## config.mk

```make
export PLATFORM = sky130hd
export DESIGN_NAME = fetch_controller_flat
export DESIGN_NICKNAME = d
export VERILOG_FILES = /design/src/rtl/fetch_controller_if.sv /design/src/rtl/fetch_controller.sv /design/src/flat_wrapper.sv
export SDC_FILE = /design/constraint.sdc
export NUM_CORES = 1
export LEC_CHECK = 0
export BUFFER_PORTS_ARGS = -buffer_cell sky130_fd_sc_hd__buf_2
export CORE_MARGIN = 3
export CORE_UTILIZATION = 40
export CTS_CLUSTER_SIZE = 20
export DETAILED_ROUTE_END_ITERATION = 12
export PLACE_DENSITY = 0.8
export SLEW_MARGIN = 25
export SYNTH_ARGS = -nofsm -noshare
export SYNTH_HDL_FRONTEND = slang
export SYNTH_SLANG_ARGS = --single-unit
```

## constraint.sdc

```tcl
create_clock -name clk -period 3.5 [get_ports clk]
set_input_delay 0.7 -clock clk [delete_from_list [all_inputs] [get_ports clk]]
set_output_delay 0.7 -clock clk [all_outputs]
set_load 0.02 [all_outputs]
```

## src/rtl/fetch_controller_if.sv

```systemverilog
// Fetch-controller signal bundle: pipeline/hazard inputs and PC control outputs.
// The master side is the fetch pipeline (or bench); the slave side is fetch_controller.
interface fetch_controller_if;
    logic [15:0] Instr;
    logic        Instr_Valid;
    logic [7:0]  Instr_Addr;
    logic        Flag_Z;
    logic        Stall_Req;
    logic        Resume;
    logic        Enable_PC;
    logic        Update_PC;
    logic [7:0]  New_Address;
    logic        Flush;
    logic        Halted;
    logic [7:0]  Branch_Count;
    logic [2:0]  Dbg_State;

    // Handshake: an instruction is consumed in a cycle only when Instr_Valid=1 and
    // Stall_Req=0 in RUN; stalled instructions must be re-presented by the master.
    modport master (
        output Instr, Instr_Valid, Instr_Addr, Flag_Z, Stall_Req, Resume,
        input  Enable_PC, Update_PC, New_Address, Flush, Halted, Branch_Count, Dbg_State
    );

    modport slave (
        input  Instr, Instr_Valid, Instr_Addr, Flag_Z, Stall_Req, Resume,
        output Enable_PC, Update_PC, New_Address, Flush, Halted, Branch_Count, Dbg_State
    );
endinterface

```

## src/rtl/fetch_controller.sv

```systemverilog
// PC sequencing FSM: jumps, conditional/relative branches, halt/resume, pipeline flush.
// Optional taken-branch counter enabled by macro FETCH_BRANCH_COUNT_EN.
module fetch_controller (
    input  logic               clk,
    input  logic               Reset,
    fetch_controller_if.slave  fc
);

    typedef enum logic [2:0] {
        START  = 3'd0,
        RUN    = 3'd1,
        FLUSH1 = 3'd2,
        FLUSH2 = 3'd3,
        HALT   = 3'd4
    } state_t;

    state_t      state_q, state_d;
    logic [3:0]  opcode;
    logic [7:0]  rel_target;
    logic [7:0]  target;
    logic        taken;
    logic        is_halt;
    logic        en_pc, upd_pc, flush, halted;
    logic [7:0]  new_addr;
    logic        unused_instr_bits;

    assign opcode            = fc.Instr[15:12];
    assign unused_instr_bits = ^fc.Instr[11:8];
    // An 8-bit add of the raw offset equals sign-extended addition modulo 256.
    assign rel_target        = fc.Instr_Addr + fc.Instr[7:0];
    assign is_halt           = (opcode == 4'hF);

    always_comb begin
        taken  = 1'b0;
        target = 8'h00;
        case (opcode)
            4'hA: begin
                taken  = 1'b1;
                target = fc.Instr[7:0];
            end
            4'hB: begin
                taken  = fc.Flag_Z;
                target = fc.Instr[7:0];
            end
            4'hC: begin
                taken  = 1'b1;
                target = rel_target;
            end
            default: ;
        endcase
    end

    always_comb begin
        state_d  = state_q;
        en_pc    = 1'b0;
        upd_pc   = 1'b0;
        new_addr = 8'h00;
        flush    = 1'b0;
        halted   = 1'b0;
        case (state_q)
            START: state_d = RUN;
            RUN: begin
                if (fc.Stall_Req) begin
                    state_d = RUN;
                end else if (fc.Instr_Valid && taken) begin
                    upd_pc   = 1'b1;
                    new_addr = target;
                    state_d  = FLUSH1;
                end else if (fc.Instr_Valid && is_halt) begin
                    flush   = 1'b1;
                    state_d = HALT;
                end else begin
                    en_pc = 1'b1;
                end
            end
            FLUSH1: begin
                flush   = 1'b1;
                en_pc   = 1'b1;
                state_d = FLUSH2;
            end
            FLUSH2: begin
                flush   = 1'b1;
                en_pc   = 1'b1;
                state_d = RUN;
            end
            HALT: begin
                halted = 1'b1;
                if (fc.Resume) state_d = FLUSH1;
            end
            default: state_d = START;
        endcase
    end

    always_ff @(posedge clk or negedge Reset) begin
        if (!Reset) state_q <= START;
        else        state_q <= state_d;
    end

    assign fc.Enable_PC   = en_pc;
    assign fc.Update_PC   = upd_pc;
    assign fc.New_Address = new_addr;
    assign fc.Flush       = flush;
    assign fc.Halted      = halted;
    assign fc.Dbg_State   = state_q;

`ifdef FETCH_BRANCH_COUNT_EN
    logic [7:0] count_q, count_d;

    always_comb begin
        count_d = count_q;
        if (upd_pc && (count_q != 8'hFF)) count_d = count_q + 8'd1;
    end

    always_ff @(posedge clk or negedge Reset) begin
        if (!Reset) count_q <= 8'h00;
        else        count_q <= count_d;
    end

    assign fc.Branch_Count = count_q;
`else
    assign fc.Branch_Count = 8'h00;
`endif

endmodule

```

## src/flat_wrapper.sv

```systemverilog
// flat-port wrapper written by rule: the top's interface ports become plain ports
module fetch_controller_flat 
  (clk, Reset, fc_Instr, fc_Instr_Valid, fc_Instr_Addr, fc_Flag_Z, fc_Stall_Req, fc_Resume, fc_Enable_PC, fc_Update_PC, fc_New_Address, fc_Flush, fc_Halted, fc_Branch_Count, fc_Dbg_State);
  fetch_controller_if fc_i ();
  input  logic clk;
  input  logic Reset;
  input wire logic [$bits(fc_i.Instr)-1:0] fc_Instr;
  input wire logic [$bits(fc_i.Instr_Valid)-1:0] fc_Instr_Valid;
  input wire logic [$bits(fc_i.Instr_Addr)-1:0] fc_Instr_Addr;
  input wire logic [$bits(fc_i.Flag_Z)-1:0] fc_Flag_Z;
  input wire logic [$bits(fc_i.Stall_Req)-1:0] fc_Stall_Req;
  input wire logic [$bits(fc_i.Resume)-1:0] fc_Resume;
  output wire logic [$bits(fc_i.Enable_PC)-1:0] fc_Enable_PC;
  output wire logic [$bits(fc_i.Update_PC)-1:0] fc_Update_PC;
  output wire logic [$bits(fc_i.New_Address)-1:0] fc_New_Address;
  output wire logic [$bits(fc_i.Flush)-1:0] fc_Flush;
  output wire logic [$bits(fc_i.Halted)-1:0] fc_Halted;
  output wire logic [$bits(fc_i.Branch_Count)-1:0] fc_Branch_Count;
  output wire logic [$bits(fc_i.Dbg_State)-1:0] fc_Dbg_State;
  assign fc_i.Instr = fc_Instr;
  assign fc_i.Instr_Valid = fc_Instr_Valid;
  assign fc_i.Instr_Addr = fc_Instr_Addr;
  assign fc_i.Flag_Z = fc_Flag_Z;
  assign fc_i.Stall_Req = fc_Stall_Req;
  assign fc_i.Resume = fc_Resume;
  assign fc_Enable_PC = fc_i.Enable_PC;
  assign fc_Update_PC = fc_i.Update_PC;
  assign fc_New_Address = fc_i.New_Address;
  assign fc_Flush = fc_i.Flush;
  assign fc_Halted = fc_i.Halted;
  assign fc_Branch_Count = fc_i.Branch_Count;
  assign fc_Dbg_State = fc_i.Dbg_State;
  fetch_controller u_core (.clk(clk), .Reset(Reset), .fc(fc_i));
endmodule
```

==> results of run 1 <==
stage by stage:
stage                     worst slack, ns  instance area, um2  util (%)
after floorplan                     0.504                 724         -
after global placement              0.404                 863      54.8
after detailed placement            0.345                 863      54.8
after CTS                           0.350                 890      56.4
after global routing                0.158                 890      56.4
final                               0.339                 890      56.4
cell type report:
type,count,area [um2]
timing repair buffer,40,200
clock buffer,4,26.3
fill,158,687
tap,16,20.0
inverter,5,18.8
sequential,3,75.1
multi-input combinational,86,549
how the worst min path moves through the flow:
stage	start	endpoint
2_1_floorplan	Reset	u_core.fc.Dbg_State[0]$_DFFE_PN0P_
3_3_place_gp	Reset	u_core.fc.Dbg_State[2]$_DFFE_PN0P_
3_5_place_dp	Reset	u_core.fc.Dbg_State[2]$_DFFE_PN0P_
4_1_cts	Reset	u_core.fc.Dbg_State[2]$_DFFE_PN0P_
5_1_grt	Reset	u_core.fc.Dbg_State[0]$_DFFE_PN0P_
6_report	Reset	u_core.fc.Dbg_State[2]$_DFFE_PN0P_
report_power, final:
group | switching (uW) | leakage, uW | total, uW | internal [uW]
clock network | 19.2 | 0.0000150 | 62.0 | 42.8
logic | 51.1 | 0.000427 | 87.1 | 36.0
registers | 1.09 | 0.0000369 | 36.8 | 35.7
kinds of logic after synthesis:
group	after synthesis
compound gates	32
simple gates	36
other cells	1
buf+inv	16
fa+ha+maj	8
xor+xnor	2
flops	3
routing by layer:
layer  up-vias  track usage, %  share of wire (%)  wire length [um]
li1        423               -                  -                 -
met5         -               0                  0                 0
met3         2           0.376                4.6                88
met2        24            31.7                 54              1030
met1       383            21.3                 41               772
met4         0            7.53               0.47                 9
Yosys cell counts, types with 2 or more instances:
| cell type | count | area, um2 |
|---|---|---|
| a211oi_1 | 4 | 30.0 |
| a21o_1 | 3 | 22.5 |
| a21oi_1 | 7 | 35.0 |
| a22oi_1 | 4 | 30.0 |
| a2bb2oi_1 | 2 | 17.5 |
| a31oi_1 | 3 | 18.8 |
| buf_2 | 2 | 10.0 |
| buf_4 | 8 | 60.1 |
| dfrtp_1 | 3 | 75.1 |
| ha_1 | 7 | 87.6 |
| inv_1 | 5 | 18.8 |
| nand2_1 | 9 | 33.8 |
| nand3_1 | 4 | 20.0 |
| nand4_1 | 2 | 12.5 |
| nor2_1 | 8 | 30.0 |
| o21ai_0 | 7 | 35.0 |
| or3_1 | 2 | 12.5 |
| xor2_1 | 2 | 17.5 |
==> impl_results.md, run 1 <==
- Outcome: finished, final reports clean
- Avg Inst Size Synth: 7.12 um2
- CP Class: in2out
- Initial antenna violation count: 0
- GRT Overall Usage: 17.5%
- Synth Flop Type: dfrtp_1
- Minimum clock period: 3.16 ns
- Final Cycle Share: 90.3%
- Port buffer count: 40
- Commonest cells after routing, fill and taps aside: buf_2 (40), nand2_1 (9), nor2_1 (8), conb_1 (8)
- Via Count: 832
- WL/cell: 12.4 um
- Min-delay worst type: in2async
- Initial Utilization: 44.3%
- Synth Area in Simple Gates: 27.4%
- Mapped cell area: 698 um2
- Clock Sinks: 3
- LEAKAGE: 0.000478 uW
- FF-to-FF End: u_core.fc.Dbg_State[1]$_DFFE_PN0P_
- Xor and xnor area share after synthesis: 2.51%
- Clk Latency, worst-skew pair: 0.23 ns
- Area growth syn-to-layout: 27.4%
- Yosys reg bits: 3
- Compound-Gate Fraction of Synth Area: 29.0%
- Final TNS setup: 0 ns
- Initial DRT Pass Iterations: 4
- Sequential fraction of the synthesis area: 10.8%
- Critical Path AT: 2.46 ns
- Post-synth ARST share: 100%
- MaxCap Viol Count: 0
- Cts hold-fix bufs: 0
- IO Count: 53
- Max incr delay on CP: 0.42 ns
- Final #Nets: 177
- Initial DRC count: 9
- Maximum vdd drop: 92.1 uV
- GPL Wtd Cong: 0.835
- Routed Antenna Nets: 0
- Vias per inst: 5.40
- R2r setup slk: 1.96 ns
- Syn Inst Count: 98
- PostCTS Resize Cnt: 0
- Clock Pin Slew Worst Setup and Hold Paths: 0.04 ns
- Row Count: 14
- DIE AREA: 0.00228 mm2
- Clock Skew: 0.000105 ns
- Synth warn: 0
- Placed Cells: 150
- Global-route wire length before repair: 2930 um
- CP endpoint kind: output pin
- N_diodes: 0
- Hold Fails Final Rpt: 0
- Finished Layout Cells: 154
- Mux cell area share after synthesis: 0%
- Max FFs per register: 3
- Post-synth EDFFs: 0
- Final setup viols: 0
- Capture point of the worst path: fc_New_Address[6]
- Worst setup path start: fc_Instr_Addr[0]
- CP Buf/Inv Count: 2
- Total gr overflow: 0
- Max Freq: 0.316 GHz
- R2R depth: 5
- Layout cell share with drive strength beyond 1: 31.2%
- Crit path required time: 2.80 ns
- Power per Cell Area: 209 mW/mm2
- Max Buffers Root-to-Sink: 2
- Routed wire length: 1900 um
- Max FO, Critical Path: 3
- Die X: 47.8 um
- Die Y: 47.8 um
- Setup bufs post-CTS: 0
- Worst R2R Start: u_core.fc.Dbg_State[2]$_DFFE_PN0P_
- Root buf cell: clkbuf_4
- CP startpoint kind: input pin
- Adder-Cell Fraction of Synth Area: 15.4%
- RSZ-0062 raised after global routing: false
- Number of remaining DRC errors: 0
- Cell mode on critical path: buf_2
- Hold_ws: 0.251 ns
- Max-slew violations: 0
- Crit path max-delay family: compound AO/OA/AOI/OAI gates
- Dpl hpwl: 1600 um
- Slowest stage cell, crit path: fa_1
- Total power: 186 uW
- CTS tree: yes
- Core area: 0.00158 mm2
- Commonest non-fill, non-tap cell in the layout: buf_2
- Largest net degree at the start of global routing: 11
- H-tree levels: 1
- Count of cell types in the netlist: 34
- Largest family of logic cells by synthesized area: compound AO/OA/AOI/OAI gates
- Vias in the first global route: 755
- Crit-path cells: buf_2 -> ha_1 -> fa_1 -> a211oi_1 -> o21bai_1 -> a21oi_1 -> nand4_1 -> nand3_1 -> buf_2
- Cts bufs inserted: 3
- Crit path depth: 9
Note: power is estimated with default switching activity, not from simulation.
==> inputs of run 2 (changes only) <==
- REMOVE_ABC_BUFFERS: unset -> 1
==> run 2 against run 1 <==
Effect of this change:
- die area stayed put
- register-to-register slack better by 0.06 ns
- clock power is 2% lower
- via count is 1.9% higher
- critical endpoint unchanged
- critical path type unchanged
- setup slack better by 0.041 ns
- power is 0.44% lower
- combinational power is 0.8% higher
==> impl_results.md, run 2 (synthesized netlist as in run 1, its figures left out) <==
- Outcome: finished, final reports clean
- Largest net degree at the start of global routing: 10
- Initial antenna violation count: 0
- Pint: 115 uW
- DIE AREA: 0.00228 mm2
- Commonest non-fill, non-tap cell in the layout: buf_2
- Min-delay worst type: in2async
- Final setup viols: 0
- Max Buffers Root-to-Sink: 2
- R2r setup slk: 2.02 ns
- CP endpoint kind: output pin
- Port buffer count: 40
- N_diodes: 0
- Routed Antenna Nets: 0
- Clock Pin Slew Worst Setup and Hold Paths: 0.04 ns
- Initial Utilization: 44.3%
- Row Count: 14
- Minimum clock period: 3.12 ns
- PostCTS Resize Cnt: 0
- CP startpoint kind: input pin
- Die X: 47.8 um
- Max FFs per register: 3
- Comb power frac: 47.4%
- Via Count: 848
- Max-slew violations: 0
- Maximum vdd drop: 77.3 uV
- Hold_ws: 0.252 ns
- IO Count: 53
- Die Y: 47.8 um
- Clk network pwr share: 32.7%
- Total gr overflow: 0
- Worst setup path start: fc_Instr_Addr[0]
- Critical Path AT: 2.42 ns
- Final TNS setup: 0 ns
- RSZ-0062 raised after global routing: false
- CTS tree: yes
- MaxCap Viol Count: 0
- Switch Pwr: 70.1 uW
- Cts hold-fix bufs: 0
- Crit path required time: 2.80 ns
- FF-to-FF End: u_core.fc.Dbg_State[1]$_DFFE_PN0P_
- GPL Wtd Cong: 0.737
- Hold Fails Final Rpt: 0
- Area growth syn-to-layout: 28.5%
- Root buf cell: clkbuf_4
- Final core utilization: 56.9%
- Finished Layout Cells: 155
- Max FO, Critical Path: 3
- Core area: 0.00158 mm2
- Cts bufs inserted: 3
- Vias in the first global route: 711
- Worst R2R Start: u_core.fc.Dbg_State[2]$_DFFE_PN0P_
- Final #Nets: 178
- Setup bufs post-CTS: 0
- Dpl hpwl: 1500 um
- Clk Latency, worst-skew pair: 0.23 ns
- Routed wire length: 1800 um
- Commonest cells after routing, fill and taps aside: buf_2 (40), nand2_1 (9), nor2_1 (8), conb_1 (8)
- GRT Overall Usage: 16.3%
- Global-route wire length before repair: 2700 um
- Power per Cell Area: 206 mW/mm2
- WL/cell: 11.6 um
- Capture point of the worst path: fc_New_Address[6]
- R2R depth: 5
- Layout cell share with drive strength beyond 1: 31.7%
- Net Sw Frac: 37.9%
- LEAKAGE: 0.000484 uW
- Clock Skew: 0.000726 ns
- Placed Cells: 151
- Initial DRC count: 15
- Initial DRT Pass Iterations: 4
- CP Class: in2out
- Vias per inst: 5.47
- Number of remaining DRC errors: 0
- Clock Sinks: 3
- Number of fill cells: 154
- Final Cycle Share: 89.1%
- Max Freq: 0.321 GHz
- H-tree levels: 1
- Seq pwr share: 19.9%
## run 2: changes by cell type in the layout (fill, tap and decap cells not counted), sizes merged
cell  change
buf       +1
## run 2: routing by layer
layer  vias to the layer above  share of wire (%)  wire (um)  global-route usage [%]
li1                        424                  -          -                       -
met1                       377                 37        671                    17.3
met2                        43                 50        895                    30.3
met3                         4                 12        209                    4.14
met4                         0                1.1         20                    6.45
met5                         -                  0          0                       0
## run 2: through the flow
stage	worst slack (ns)	power, uW	cell area [um2]
3_5_place_dp	0.391	124	871
3_3_place_gp	0.401	122	871
4_1_cts	0.381	188	897
6_report	0.380	185	897
2_1_floorplan	0.504	93.7	643
5_1_grt	0.169	204	897
## run 2: power groups by stage
stage	Combinational, uW	Clock [uW]	Sequential (uW)
after floorplan	55.6	0	38.1
after global placement	84.4	0	37.1
after detailed placement	86.7	0	37.2
after CTS	87.3	63.6	36.8
after global routing	98.4	68.5	36.9
final	87.8	60.6	36.8
## run 2: worst min path at each step
stage                      from                                  to  slack, ns  cells past startpoint
final                     Reset  u_core.fc.Dbg_State[1]$_DFFE_PN0P_       0.25                      1
after global routing      Reset  u_core.fc.Dbg_State[0]$_DFFE_PN0P_       0.24                      1
after CTS                 Reset  u_core.fc.Dbg_State[0]$_DFFE_PN0P_       0.25                      1
after detailed placement  Reset  u_core.fc.Dbg_State[2]$_DFFE_PN0P_       0.50                      1
after global placement    Reset  u_core.fc.Dbg_State[0]$_DFFE_PN0P_       0.49                      1
after floorplan           Reset  u_core.fc.Dbg_State[0]$_DFFE_PN0P_       0.40                      0
## run 2: area by class of cell
class | count | area [um2] | share of cell area (%)
Clock buffer | 4 | 26.3 | 2.93
Sequential cell | 3 | 75.1 | 8.37
Multi-Input combinational cell | 86 | 549 | 61.2
Tap cell | 16 | 20.0 | 2.23
Inverter | 5 | 18.8 | 2.09
Timing Repair Buffer | 41 | 208 | 23.2
## run 2: worst max-delay path, cell delays in order
cell      delay, ns
buf_2          0.10
ha_1           0.21
fa_1           0.42
a211oi_1       0.31
o21bai_1       0.12
a21oi_1        0.19
nand4_1        0.11
nand3_1        0.09
buf_2          0.16
==> inputs of run 3 (changes only) <==
- CORE_UTILIZATION: 40 -> 30
- PLACE_DENSITY: 0.8 -> unset
==> run 3 against run 2 <==
Effect of this change:
- power decreased by 0.60%
- clock power hardly changed
- non-clock buffer count is the same
- sequential share of layout area down 0.13 points
==> impl_results.md, run 3 (synthesized netlist as in run 1, its figures left out) <==
- CP endpoint kind: output pin
- Clk network pwr share: 32.8%
- Min-delay worst type: in2async
- Net Sw Frac: 37.6%
- GRT Overall Usage: 13.2%
- Area growth syn-to-layout: 30.5%
- Final TNS setup: 0 ns
- Vias in the first global route: 759
- Initial antenna violation count: 0
- Max Freq: 0.317 GHz
- Cell mode on critical path: buf_2
- Power per Cell Area: 202 mW/mm2
- Worst setup path start: fc_Instr_Addr[2]
- Outcome: finished, final reports clean
- Max-slew violations: 0
- IO Count: 53
- CP Class: in2out
- Number of remaining DRC errors: 0
- Root buf cell: clkbuf_4
- Seq pwr share: 20.0%
- Finished Layout Cells: 166
- Setup bufs post-CTS: 0
- Pint: 115 uW
- Crit-path cells: buf_2 -> ha_1 -> a21oi_1 -> a211oi_1 -> or3_1 -> a21o_1 -> a31oi_1 -> buf_2
- Maximum vdd drop: 93.5 uV
- Total gr overflow: 0
- Row Count: 16
- Initial DRT Pass Iterations: 5
- Clock Pin Slew Worst Setup and Hold Paths: 0.04 ns
- Final Cycle Share: 90.2%
- DIE AREA: 0.00294 mm2
- Commonest cells after routing, fill and taps aside: buf_2 (40), nand2_1 (9), nor2_1 (8), conb_1 (8)
- MaxCap Viol Count: 0
- PostCTS Resize Cnt: 0
- DP Area: 885 um2
- Final #Nets: 178
- Via Count: 821
- Routed wire length: 1860 um
- Die Y: 54.2 um
- Layout cell share with drive strength beyond 1: 31.7%
- Final setup viols: 0
- Total power: 184 uW
- Clock Sinks: 3
- Minimum clock period: 3.16 ns
- LEAKAGE: 0.000484 uW
- Crit path required time: 2.80 ns
- Clk Latency, worst-skew pair: 0.23 ns
- Global-route wire length before repair: 2940 um
- CP startpoint kind: input pin
- Worst R2R Start: u_core.fc.Dbg_State[2]$_DFFE_PN0P_
- Clock Skew: 0.000630 ns
- Slowest stage cell, crit path: or3_1
- Cts hold-fix bufs: 0
- Dpl hpwl: 1550 um
- Final core utilization: 43.8%
- N_diodes: 0
- Routed Antenna Nets: 0
- Comb power frac: 47.2%
- RSZ-0062 raised after global routing: false
- Max FO, Critical Path: 5
- Port buffer count: 40
- Switch Pwr: 69.2 uW
- Largest net degree at the start of global routing: 10
- CTS tree: yes
- Die X: 54.2 um
- Max FFs per register: 3
- Final instance area: 911 um2
- Vias per inst: 4.95
- WL/cell: 11.2 um
- Critical Path AT: 2.46 ns
- Initial DRC count: 7
- H-tree levels: 1
- Hold Fails Final Rpt: 0
- Cts bufs inserted: 3
- Max incr delay on CP: 0.38 ns
- Core area: 0.00208 mm2
- Max Buffers Root-to-Sink: 2
- Initial Utilization: 33.5%
- GPL Wtd Cong: 0.737
- Placed Cells: 162
- Commonest non-fill, non-tap cell in the layout: buf_2
==> run 3: cell counts in the layout (fill, tap and decap cells not counted) <==
Identical to the previous run, type by type.
==> run 3: area by class of cell <==
type	instances	area, um2
repair buffers	41	208
flip-flops and latches	3	75.1
inverters	5	18.8
clock buffers	4	26.3
fillers	245	1170
multi-input cells	86	549
well taps	27	33.8
==> run 3: worst max-delay path: cells and delay by family <==
family                   cells  cell delay [ns]
AND/OR/NAND/NOR              1             0.38
buffers and inverters        2             0.30
adder cells (fa/ha/maj)      1             0.35
AO/OA/AOI/OAI                4             0.74
==> run 3: final timing paths <==
kind | slack [ns] | endpoint | cells past startpoint
max in group asynchronous | 3.14 | u_core.fc.Dbg_State[2]$_DFFE_PN0P_ | 1
min reg2reg | 0.56 | u_core.fc.Dbg_State[0]$_DFFE_PN0P_ | 1
max | 0.34 | fc_New_Address[7] | 8
min in group clk | 0.56 | u_core.fc.Dbg_State[0]$_DFFE_PN0P_ | 1
max reg2reg | 1.97 | u_core.fc.Dbg_State[1]$_DFFE_PN0P_ | 5
min | 0.25 | u_core.fc.Dbg_State[0]$_DFFE_PN0P_ | 1
==> run 3: metrics by stage <==
stage | setup slack (ns) | hold slack (ns)
floorplan | 0.504 | 0.404
global placement | 0.383 | 0.495
detailed placement | 0.342 | 0.496
CTS | 0.335 | 0.245
global route | 0.199 | 0.252
finish | 0.342 | 0.255
==> run 3: routing by layer <==
layer	vias to the layer above	GRT usage [%]	part of all wire (%)
met5	-	0	0
met4	0	6.22	0.59
met1	355	15.8	43
met3	4	1.36	11
li1	423	-	-
met2	39	23.1	45
==> run 3: power groups by stage <==
| stage | clock network (uW) | registers, uW | logic, uW |
|---|---|---|---|
| after CTS | 64.5 | 36.7 | 87.3 |
| after global placement | 0 | 37.2 | 85.5 |
| after global routing | 65.6 | 36.9 | 98.5 |
| after detailed placement | 0 | 37.2 | 86.4 |
| after floorplan | 0 | 38.1 | 55.6 |
| final | 60.3 | 36.8 | 86.9 |
